File: src/rtl/inst_loader.sv
// Byte-stream program loader: takes a 4-byte little-endian word count, then MSB-first
// 64-bit instructions, writes them to instruction BRAM and holds the CPU until the image is in.
module inst_loader #(
    parameter int ADDR_W = 15
) (
    input  logic              clk,
    input  logic              rst,
    input  logic [7:0]        rx_data,
    input  logic              rx_valid,
    output logic              rx_ready,
    input  logic              restart,
    output logic              imem_we,
    output logic [ADDR_W-1:0] imem_addr,
    output logic [63:0]       imem_din,
    output logic              cpu_hold,
    output logic              done,
    output logic              err,
    output logic [7:0]        checksum
);

    typedef enum logic [2:0] {HDR, BODY, WRITE, DONE, ERR} state_t;

    localparam logic [32:0] MAX_COUNT = 33'd1 << ADDR_W;

    state_t            state_q, state_d;
    logic [31:0]       count_q, count_d;
    logic [ADDR_W:0]   index_q, index_d;
    logic [2:0]        byte_cnt_q, byte_cnt_d;
    logic [63:0]       word_q, word_d;
    logic [7:0]        checksum_q, checksum_d;
    logic              rx_ready_q, rx_ready_d;
    logic              imem_we_q, imem_we_d;
    logic [ADDR_W-1:0] imem_addr_q, imem_addr_d;
    logic [63:0]       imem_din_q, imem_din_d;
    logic              cpu_hold_q, cpu_hold_d;
    logic              done_q, done_d;
    logic              err_q, err_d;

    logic              accept;
    logic [5:0]        byte_pos;
    logic [ADDR_W:0]   index_inc;

    assign accept    = rx_valid && rx_ready_q && !restart;
    // MSB first: byte 0 lands at bit 56, byte 7 at bit 0
    assign byte_pos  = {~byte_cnt_q, 3'b000};
    assign index_inc = index_q + {{ADDR_W{1'b0}}, 1'b1};

    always_comb begin
        state_d     = state_q;
        count_d     = count_q;
        index_d     = index_q;
        byte_cnt_d  = byte_cnt_q;
        word_d      = word_q;
        checksum_d  = checksum_q;
        imem_addr_d = imem_addr_q;
        imem_din_d  = imem_din_q;

        if (restart) begin
            state_d    = HDR;
            count_d    = '0;
            index_d    = '0;
            byte_cnt_d = '0;
            word_d     = '0;
            checksum_d = '0;
        end else begin
            if (accept) begin
                checksum_d = checksum_q + rx_data;
            end
            case (state_q)
                HDR: begin
                    if (accept) begin
                        count_d    = {rx_data, count_q[31:8]};
                        byte_cnt_d = byte_cnt_q + 3'd1;
                        if (byte_cnt_q == 3'd3) begin
                            byte_cnt_d = '0;
                            index_d    = '0;
                            if (count_d == 32'd0) begin
                                state_d = DONE;
                            end else if ({1'b0, count_d} > MAX_COUNT) begin
                                state_d = ERR;
                            end else begin
                                state_d = BODY;
                            end
                        end
                    end
                end
                BODY: begin
                    if (accept) begin
                        word_d[byte_pos +: 8] = rx_data;
                        byte_cnt_d = byte_cnt_q + 3'd1;
                        if (byte_cnt_q == 3'd7) begin
                            byte_cnt_d  = '0;
                            state_d     = WRITE;
                            imem_din_d  = word_d;
                            imem_addr_d = index_q[ADDR_W-1:0];
                        end
                    end
                end
                WRITE: begin
                    index_d = index_inc;
                    // index is one bit wider than the address so a full image never wraps
                    if (33'(index_inc) == {1'b0, count_q}) begin
                        state_d = DONE;
                    end else begin
                        state_d = BODY;
                    end
                end
                default: ;
            endcase
        end

        rx_ready_d = (state_d == HDR) || (state_d == BODY);
        imem_we_d  = (state_d == WRITE);
        cpu_hold_d = (state_d != DONE);
        done_d     = (state_d == DONE);
        err_d      = (state_d == ERR);
    end

    always_ff @(posedge clk or posedge rst) begin
        if (rst) begin
            state_q     <= HDR;
            count_q     <= '0;
            index_q     <= '0;
            byte_cnt_q  <= '0;
            word_q      <= '0;
            checksum_q  <= '0;
            rx_ready_q  <= 1'b1;
            imem_we_q   <= 1'b0;
            imem_addr_q <= '0;
            imem_din_q  <= '0;
            cpu_hold_q  <= 1'b1;
            done_q      <= 1'b0;
            err_q       <= 1'b0;
        end else begin
            state_q     <= state_d;
            count_q     <= count_d;
            index_q     <= index_d;
            byte_cnt_q  <= byte_cnt_d;
            word_q      <= word_d;
            checksum_q  <= checksum_d;
            rx_ready_q  <= rx_ready_d;
            imem_we_q   <= imem_we_d;
            imem_addr_q <= imem_addr_d;
            imem_din_q  <= imem_din_d;
            cpu_hold_q  <= cpu_hold_d;
            done_q      <= done_d;
            err_q       <= err_d;
        end
    end

    assign rx_ready  = rx_ready_q;
    assign imem_we   = imem_we_q;
    assign imem_addr = imem_addr_q;
    assign imem_din  = imem_din_q;
    assign cpu_hold  = cpu_hold_q;
    assign done      = done_q;
    assign err       = err_q;
    assign checksum  = checksum_q;

endmodule

File: config.mk
export PLATFORM = sky130hd
export DESIGN_NAME = inst_loader
export DESIGN_NICKNAME = d
export VERILOG_FILES = /design/src/rtl/inst_loader.sv
export SDC_FILE = /design/constraint.sdc
export NUM_CORES = 1
export LEC_CHECK = 0
export CORE_ASPECT_RATIO = 1.1
export CORE_UTILIZATION = 60
export CTS_CLUSTER_SIZE = 10
export DETAILED_ROUTE_END_ITERATION = 8
export PLACE_DENSITY = 0.82
export SYNTH_ARGS = -nofsm -noshare
export SYNTH_HDL_FRONTEND = slang
export SYNTH_SLANG_ARGS = --single-unit
File: constraint.sdc
create_clock -name clk -period 13.6 [get_ports clk]
set_input_delay 2.04 -clock clk [delete_from_list [all_inputs] [get_ports clk]]
set_output_delay 2.04 -clock clk [all_outputs]
set_load 0.02 [all_outputs]
Word-level counts from Yosys, hierarchy flattened
Index checks and enable logic that the tools add are counted.
{"block": "classes", "n_shift": 2, "muxes": 28, "addsub": 4, "n_reduce_logical": 17, "n_bitwise": 2, "n_eq_ne": 13, "n_lt_le_gt_ge": 1}
{"operator": "$mux 64", "n": 3}
{"operator": "$mux 32", "n": 3}
{"operator": "$bwmux 64", "n": 1}
{"operator": "$shift 8x8->64 const A", "n": 1}
{"operator": "$shiftx 8x8->64", "n": 1}
{"operator": "$mux 16", "n": 3}
{"operator": "$mux 3", "n": 12}
{"operator": "$eq 16x32->1", "n": 1}
{"operator": "$gt 32x16->1 const B", "n": 1}
{"operator": "$logic_not 32->1", "n": 1}
{"operator": "$pmux 16 s2", "n": 1}
{"operator": "$add 16x1->16 const B", "n": 1}
{"operator": "$mux 8", "n": 2}
{"operator": "$eq 3x2->1 const B", "n": 4}
{"operator": "$ne 3x3->1 const B", "n": 3}
{"operator": "$pmux 3 s3", "n": 1}
{"operator": "$add 8x8->8", "n": 1}
{"operator": "$neg 6->8", "n": 1}
{"operator": "$eq 3x1->1 const B", "n": 2}
{"operator": "$eq 3x3->1 const B", "n": 2}
{"operator": "$logic_not 3->1", "n": 2}
{"operator": "$pmux 3 s2", "n": 1}
{"operator": "$reduce_and 3->1", "n": 2}
{"operator": "$reduce_bool 2->1", "n": 3}
{"operator": "other kinds (11)", "n": 14}
{"block": "word_totals", "inputBits": 12, "ff_bits": 210}

Logic depth before layout (Yosys ltp)
{"block": "depth", "ltp_word": 9, "depth_mapped": 8, "depth_no_buf": 8}

Least setup slack after synthesis
OpenSTA, ideal clock, no wires.
{"block": "synth_timing", "path_kind": "input to register", "from": "input rx_valid", "to": "register imem_din_q[13], in the netlist imem_din[13]", "path_stages": 7, "t_required_ns": 13.475, "arrival_ns": 3.512, "path_slack_ns": 9.963, "cell_sequence": "and2_1 > nand2_1 > nor3b_1 > nand2_1 > clkbuf_1 > clkbuf_1 > mux2_2"}
{"block": "synth_via", "elab_chain_cells": 3}
{"element": "start, declared", "line": "9", "text": "input logic rx_valid,"}
{"element": "$logic_and 1x1->1 (2 in a row)", "line": "43", "text": "assign accept = rx_valid && rx_ready_q && !restart;"}
{"element": "$reduce_and 4->1 (no source line)"}
{"element": "end signal, assigned", "line": "144", "text": "imem_din_q <= imem_din_d;"}
{"element": "end, declared", "line": "34", "text": "logic [63:0] imem_din_q, imem_din_d;"}
No other way between the ends.
A chain may end at the register's enable or synchronous reset.

Worst setup path in the final report
{"block": "layout_timing", "from": "input rx_valid", "to": "register done_q, in the netlist done"}
{"block": "layout_via", "elab_chain_cells": 6, "word_cells_on_any_way": 7}
{"element": "$logic_and 1x1->1 (*) (2 in a row)", "line": "43"}
{"element": "$mux 3 (on tied branches)", "line": "88, 71"}
{"element": "$pmux 3 s3 (*)", "line": "69", "text": "case (state_q)"}
{"element": "$mux 3 (*)", "line": "58", "text": "if (restart) begin"}
{"element": "$eq 3x2->1 (*)", "line": "115", "text": "done_d = (state_d == DONE);"}
{"element": "via done_d", "line": "36", "text": "logic done_q, done_d;"}
{"element": "end signal, assigned", "line": "146", "text": "done_q <= done_d;"}
{"element": "end, declared", "line": "36"}
Mark *: on every way through the listed nets, which the timed path passes. The rest lies on a longest branch.

==> run metrics <==
outcome complete, no violations; clk slew on worst S/H paths 50 ps; chip width 120.1 um; flops & latches, synth 210; clock share of power 43.8%; Tot Pwr 1.281 mW; Slowest-stage cell, CP nand2_4; Post-synth EDFFs 0; DP Wirelength 14.47 mm; combinational group share of total power 6.4%; Post-CTS Hold Buffers 0; CP startpoint rx_valid; Yosys top cell by area dfrtp_1; CTS sink count 210; first-pass GRT wire length 36.60 mm; Setup TNS 0 ps; Worst EP arrival 5240 ps; wire per inst 20.57 um; crit share post-route 35.23%; Synth Cell Area 9211 sq um; crit-path max cell delay 660 ps; Design Area, Final 11,000 sq um; H-Tree Depth 1; Tightest Pin Transition 1123 ps; Synth Area in Compound Gates 15.72%; Pint 0.9860 mW; Req. time, crit path 14,040 ps; Root Buffer clkbuf_16; Syn. warnings 0; minimum clock period 4791 ps; Via Count 6,873; Crit Path Max Fanout 93; Sw Pwr 0.2948 mW; Initial Util 61.43%; largest net degree at the start of global routing 132; Max clock buf depth 3; Reg2Reg Launch Point rx_ready; main flop type after synthesis dfrtp_1; # IOs 104; Post-synth top cells dfrtp_1 (208), nand2_1 (105), mux2_2 (68); Final Skew 10.88 ps; combinational family with the most area after synthesis compound AO/OA/AOI/OAI gates; worst min path class register to register; sequential-to-total area share from yosys stat 57.08%; Synth Area in Adders 1.847%; PD cells 116.5 nW/um^2; Worst VDD drop 0.09382 mV; leakage power 5.067 nW; vias in the first global route 7,051; most common cell in the netlist dfrtp_1; Top delay family on crit path simple AND/OR/NAND/NOR gates; Setup Fix Bufs, Post-CTS 0; CP Class input pin to register; xor and xnor fraction of the mapped netlist area 1.807%; CP bufs+invs 1; GRT Overall Usage 29.21%; core box area 15,000 sq um; critical-path cell list clkdlybuf4s50_1, and2_1, nand2_1, nor3b_1, nand2_4, a31oi_1, o21a_1; placed cell area 10,340 sq um; DRC Markers 0; library cells used by synthesis 65; Mean Syn Cell Area 11.49 sq um; # rows 47; # port buffers 103; GRT overflow 0; Sequential Power Share 49.8%; Post-Route WL 22.44 mm; Post-Place Cells 1,058; CP Capture Type register; post_cts resized 0; non-filler instance count after layout 1,091; initial antenna violation count 0; Routed Antenna Nets 0; die area 15,850 sq um; area grow syn2layout 19.37%; gpl congestion 0.9008; Ant. Diodes 0; Fmax 208.7 MHz; multiplexer area fraction after synthesis 9.400%; count of final max-slew check failures 0; Initial DRC Count 521; Max Cap Violations 0; net count of the mapped netlist 827; Switching Fraction 23.02%; Synth area leaders dfrtp_1 (57%), mux2_2 (8.3%), a22o_1 (6.3%); ys async rst share 100.0%; top cell type's share of synthesized area 56.51%; Pre-antenna DRT Iters 8; CTS tree yes; cts bufs inserted 24; RSZ-0062 raised after global routing no; nets 913; layout cells sized above 1 12.74%; crit path launch type input pin; final number of setup-violating endpoints 0; Syn Inst Count 802; Simple-Gate Fraction of Synth Area 11.36%; HP Start word_q[15]; Max transition margin 25.15%; worst skew pair latency 510 ps; die height 132.0 um; DR vias/cell 6.300; Hold Vio Cnt, Final 0
==> power by group through the flow <==
| stage | Combinational, mW | Clock (mW) | Sequential (mW) |
|---|---|---|---|
| after global routing | 0.0910 | 0.591 | 0.638 |
| after detailed placement | 0.0808 | 0 | 0.648 |
| after floorplan | 0.0508 | 0 | 0.650 |
| after CTS | 0.0816 | 0.567 | 0.637 |
| final | 0.0818 | 0.562 | 0.637 |
| after global placement | 0.0776 | 0 | 0.648 |
==> path summary, 6_finish.rpt <==
path	cells past startpoint	endpoint	slack [ps]
max	7	done	8810
min	1	word_q[15]	490
max reg2reg	6	done	10270
min reg2reg	1	word_q[15]	490
max in group asynchronous	3	byte_cnt_q[0]	9960
min in group asynchronous	2	imem_din[0]	2130
==> layer usage <==
| metal | routed length (um) | vias to the layer above | global-route usage, % |
|---|---|---|---|
| met2 | 11600 | 275 | 50.06 |
| met1 | 8905 | 3452 | 37.22 |
| li1 | - | 3078 | - |
| met3 | 1145 | 68 | 3.979 |
| met5 | 0 | - | 0 |
| met4 | 786 | 0 | 12.29 |
==> kinds of logic (layout without fill, tap and decap cells) <==
logic type | Yosys count | in the layout
and+or+nand+nor | 212 | 212
DFF | 210 | 210
AOI/OAI and AO/OA | 207 | 207
muxes | 78 | 78
buffers and inverters | 63 | 156
xor gates and xnor gates | 19 | 19
adders and majority gates | 13 | 13
==> sequential cells by signal (all words and copies together) (netlist names) <==
name        flops
rx_ready        1
index_q        16
err             1
count_q        32
word_q         64
byte_cnt_q      3
imem_din       64
checksum        8
imem_addr      15
cpu_hold        1
imem_we         1
done            1
state_q         3
==> area by class of cell <==
cell class                      instances  area (sq um)
Multi-Input combinational cell        529          3710
Inverter                               15         63.81
Tap cell                              196         245.2
Timing Repair Buffer                  108          1064
Clock buffer                           33         655.6
Fill cell                            1007          4000
Sequential cell                       210          5258
==> stage by stage <==
stage	setup WS, ps	utilization (%)	hold WS [ps]
floorplan	5826	-	462.2
global placement	8542	68.95	461.5
detailed placement	8393	68.95	481.4
CTS	8890	73.32	498.4
global route	8632	73.32	506.3
finish	8809	73.32	492.6
==> placed cells by master, fill, tap and decap left out, types with 4 or more instances in the layout <==
cell             count
a22o_1              66
xor2_1               8
clkbuf_16           25
nand3_1             11
nand4_1              7
a31oi_1              4
nor4_1              10
and3_1               6
o21ai_0             37
mux2_2              68
buf_4                5
a21oi_1             57
dfrtp_1            208
clkdlybuf4s50_1    102
mux2i_1             10
inv_1               14
nor3_1              15
nand2b_1             5
ha_1                12
clkbuf_1             8
o41ai_1              5
nor2_1              24
o31ai_1              8
a41oi_1              8
nand2_1            104
xnor2_1             11
Power figures use the tool's default switching activity.
